<file path="config.mk">
export PLATFORM = sky130hd
export DESIGN_NAME = cmp_sat_counter
export DESIGN_NICKNAME = d
export VERILOG_FILES = /design/src/rtl/cmp_sat_counter.sv
export SDC_FILE = /design/constraint.sdc
export NUM_CORES = 1
export LEC_CHECK = 0
export CORE_ASPECT_RATIO = 1.4
export CORE_MARGIN = 5
export CORE_UTILIZATION = 40
export CTS_CLUSTER_DIAMETER = 100
export CTS_CLUSTER_SIZE = 30
export DETAILED_ROUTE_END_ITERATION = 16
export GPL_TIMING_DRIVEN = 0
export PLACE_DENSITY = 0.68
export SYNTH_ARGS = -nofsm -noshare
export SYNTH_HDL_FRONTEND = slang
export SYNTH_SLANG_ARGS = --single-unit
</file>
<file path="constraint.sdc">
create_clock -name clk -period 4.4 [get_ports clk]
set_input_delay 0.44 -clock clk [delete_from_list [all_inputs] [get_ports clk]]
set_output_delay 0.44 -clock clk [all_outputs]
set_load 0.02 [all_outputs]
</file>
<file path="src/rtl/cmp_sat_counter.sv">
// Saturating up-counter with synchronous clear and increment enable.
// Ports:
//   clk, rst_n : clock, asynchronous active-low reset
//   clr        : synchronous clear (wins over inc)
//   inc        : increment by one, holding at all-ones
//   cnt        : registered count
module cmp_sat_counter #(
    parameter int unsigned W = 16
) (
    input  logic         clk,
    input  logic         rst_n,
    input  logic         clr,
    input  logic         inc,
    output logic [W-1:0] cnt
);

    logic [W-1:0] cnt_q;
    logic [W-1:0] cnt_d;

    // Next count: clear, else increment unless already saturated
    always_comb begin
        cnt_d = cnt_q;
        if (clr) begin
            cnt_d = '0;
        end else if (inc && (cnt_q != {W{1'b1}})) begin
            cnt_d = cnt_q + W'(1);
        end
    end

    always_ff @(posedge clk or negedge rst_n) begin
        if (!rst_n) begin
            cnt_q <= '0;
        end else begin
            cnt_q <= cnt_d;
        end
    end

    assign cnt = cnt_q;

endmodule : cmp_sat_counter

</file>
# Word-level counts from Yosys, hierarchy flattened
# Cells that the tools add are included.
[word_totals] reg_bits=16 in_bits=4 out_inout_bits=16
[op_classes] add_sub_neg=1 n_eq_ne=1 n_mux=2 reduce_logical=2
[op_table] op="16-bit two-way mux" count=2
[op_table] op="16-bit by 1-bit adder with 16-bit output (second input constant)" count=1
[op_table] op="16-bit != test (second input constant)" count=1
[op_table] op="2-bit nonzero test" count=1
[op_table] op="1-bit logical AND" count=1

# Longest topological paths before layout
[logic_depth] depth_word=4 depth_mapped=6 ltp_nobuf=5

# Worst setup path before layout
# No wires, ideal clock.
[synth_path] path_kind="reg-to-reg" start="register cnt_q[0], in the netlist cnt[0]" end="register cnt_q[15], in the netlist cnt[15]" setup_time_ps=128 t_arrival_ps=1756 t_required_ps=4272 path_slack_ps=2517 stages_incl_launch_ff=6 n_path_buf=0 period_less_slack_ps=1883 path_cell_list="dfrtp_1 > ha_1 > nand4_2 > nor4_4 > nor4_1 > mux2_1"
[synth_via] elab_chain_len=3 elab_cells_between_ends=6
[synth_rtl] element="start, declared" line="17" text="logic [W-1:0] cnt_q;"
[synth_rtl] element="start signal, assigned" line="34" text="cnt_q <= cnt_d;"
[synth_rtl] element="16-bit by 1-bit adder with 16-bit output / 16-bit != test (equally long branches)" line="26, 25"
[synth_rtl] element="16-bit two-way mux / 1-bit logical AND (equally long branches)" line="25" text="end else if (inc && (cnt_q != {W{1'b1}})) begin"
[synth_rtl] element="16-bit two-way mux / 2-bit nonzero test (equally long branches)"
# Parallel ways exist; a longest one is shown, timed or not. The select of a mux whose other input is x is not followed.
# A chain may end at the register's enable or synchronous reset.

# Final worst setup path
# Ends and elaborated chain as after synthesis.

==> impl_metrics.env <==
export IMPL_cts_tree="built"
export IMPL_netlist_area_um2=942.2
export IMPL_grt_max_degree=17
export IMPL_final_setup_viol_count=0
export IMPL_diodes=0
export IMPL_cts_resized=0
export IMPL_die_y_um=67.43
export IMPL_drc=0
export IMPL_worstPathMaxFanout=10
export IMPL_whs_ns=0.5766
export IMPL_wire_per_inst_um=16.99
export IMPL_num_rows=20
export IMPL_period_needed_ns=2.075
export IMPL_io_buffer_count=19
export IMPL_critPathKind="flip-flop to flip-flop"
export IMPL_arrival_ns=2.26
export IMPL_hpwl_mm=1.681
export IMPL_power_total_uw=272.6
export IMPL_cts_root_buf="clkbuf_4"
export IMPL_status="complete, no violations"
export IMPL_insertion_delay_ns=0.29
export IMPL_fin_crit_sh_pct=47.16
export IMPL_core_mm2=0.002227
export IMPL_r2r_slack_ns=2.33
export IMPL_clock_sinks=16
export IMPL_grt_usage_pct=16.45
export IMPL_antenna_found_initial=0
export IMPL_maxSlewViolCount=0
export IMPL_p_leak_nw=0.4695
export IMPL_nets=127
export IMPL_clk_path_buf_depth=2
export IMPL_yosys_area_top_type="dfrtp_1"
export IMPL_initial_utilization_pct=42.30
export IMPL_clkSlewWorstSetupHoldPaths_ns=0.10
export IMPL_start_kind="flip-flop"
export IMPL_hold_buffers=0
export IMPL_grt_pass1_wl_mm=4.305
export IMPL_postCtsSetupRepairBufs=0
export IMPL_seq_area_frac_synth_pct=42.50
export IMPL_crit_required_ns=4.58
export IMPL_gp_congestion=0.8238
export IMPL_htreeDepth=1
export IMPL_rr_startpoint="cnt[0]$_DFFE_PN0P_"
export IMPL_ant_nets=0
export IMPL_numCtsBuffers=3
export IMPL_grt_ovfl_total=0
export IMPL_ys_warn_count=0
export IMPL_clock_fmax_ghz=0.4819
export IMPL_ys_ff_latch=16
export IMPL_hold_path_class="input port to asynchronous set/reset pin"
export IMPL_ir_drop_uv=139.5
export IMPL_hold_viol=0
export IMPL_grt_pass1_vias=954
export IMPL_final_cell_mix="clkdlybuf4s50_1, dfrtp_1, a21oi_1"
export IMPL_avgSynthCellArea_um2=9.614
export IMPL_finClkSkew_ns=0.003838
export IMPL_drt_iter0_drc=27
export IMPL_slew_limit_headroom_pct=50.48
export IMPL_final_common_cell="clkdlybuf4s50_1"
export IMPL_r2r_end="cnt[15]$_DFFE_PN0P_"
export IMPL_synth_area_top_cells="dfrtp_1, a21oi_1, o31ai_1"
export IMPL_via_count=906
export IMPL_worst_slew_pin_slew_ns=0.7406
export IMPL_die_area_mm2=0.003440
export IMPL_setup_worst_path_end_class="flip-flop"
export IMPL_ys_types=28
export IMPL_cap_violations=0
export IMPL_largest_register_ffs=16
export IMPL_final_layout_size_suffix_gt1_share_pct=11.57
export IMPL_rsz0062_at_grt="no"
export IMPL_power_density_mw_per_mm2=227.9
export IMPL_firstDrtPassIters=4
export IMPL_synth_nets=103
export IMPL_synthCells=98
export IMPL_fp_dieW_um=51.02
export IMPL_area_growth_pct=26.96
export IMPL_wl_mm=2.429
export IMPL_finalSetupTns_ns=0
export IMPL_netlist_area_leader_share_pct=42.50
export IMPL_reg2reg_depth=5
export IMPL_viasPerCell=6.336
export IMPL_ios=20
## worst max-delay path: stages (launching register included)
cell and delay [ns]:
dfrtp_1 0.44, ha_1 0.26, nand4_2 0.14, nor4_4 0.62, nor4_1 0.15, mux2_1 0.34
## synthesized netlist by cell type
library cell,n
nand4_1,6
o211ai_2,1
mux2_1,4
nor4_1,4
nand3_1,3
clkbuf_1,4
or3_2,1
nor2b_1,4
a211oi_2,1
o31ai_1,7
dfrtp_1,16
a21oi_1,11
or3_1,2
nand3b_1,1
nor2_1,4
nand4_2,1
inv_1,3
nand2_1,6
or4_1,5
o21ai_1,3
o21ai_0,1
nor4_4,1
buf_6,1
nor3_1,1
or4_2,2
and4_2,2
ha_1,1
and3_1,2
## area by class of cell
cell class | instances | area [um2]
inverters | 3 | 11.26
multi-input cells | 74 | 504.2
fillers | 208 | 1031
plain buffers | 5 | 26.28
well taps | 22 | 27.53
clock buffers | 4 | 36.28
flip-flops and latches | 16 | 400.4
repair buffers | 19 | 190.2
## logic make-up after synthesis
family	count (synthesis)	share of synthesized area, %
AOI/OAI and AO/OA	24	16.20
DFF	16	42.50
buffers and inverters	8	3.983
muxes	4	4.781
and+or+nand+nor	45	31.21
adders and majority gates	1	1.328
## per-stage QoR
step | cell area [um2] | util [%] | instances | setup slack (ns)
after global placement | 1160 | 52.08 | 139 | 2.166
final | 1196 | 53.71 | 143 | 2.325
after floorplan | 942.2 | - | 98 | 2.517
after CTS | 1196 | 53.71 | 143 | 2.340
after detailed placement | 1160 | 52.08 | 139 | 2.153
after global routing | 1196 | 53.71 | 143 | 2.176
## power by group
part | switching (mW) | internal, mW | total, mW
clock network | 0.0500 | 0.0505 | 0.100
logic | 0.0142 | 0.00765 | 0.0218
registers | 0.00199 | 0.148 | 0.150
## worst max path at each step
stage,start,endpoint,slack (ns),cells past startpoint
after floorplan,cnt[0]$_DFFE_PN0P_,cnt[15]$_DFFE_PN0P_,2.52,5
after global placement,inc,cnt[3]$_DFFE_PN0P_,2.17,5
after detailed placement,inc,cnt[3]$_DFFE_PN0P_,2.15,5
after CTS,cnt[0]$_DFFE_PN0P_,cnt[15]$_DFFE_PN0P_,2.34,5
after global routing,cnt[0]$_DFFE_PN0P_,cnt[15]$_DFFE_PN0P_,2.18,5
final,cnt[0]$_DFFE_PN0P_,cnt[15]$_DFFE_PN0P_,2.33,5
## layer usage
layer | global-route usage (%) | part of all wire [%]
met5 | 0 | 0
met4 | 7.744 | 1.6
met1 | 18.96 | 42
met3 | 4.636 | 6.5
met2 | 27.90 | 50
Note: power is estimated with default switching activity, not from simulation.
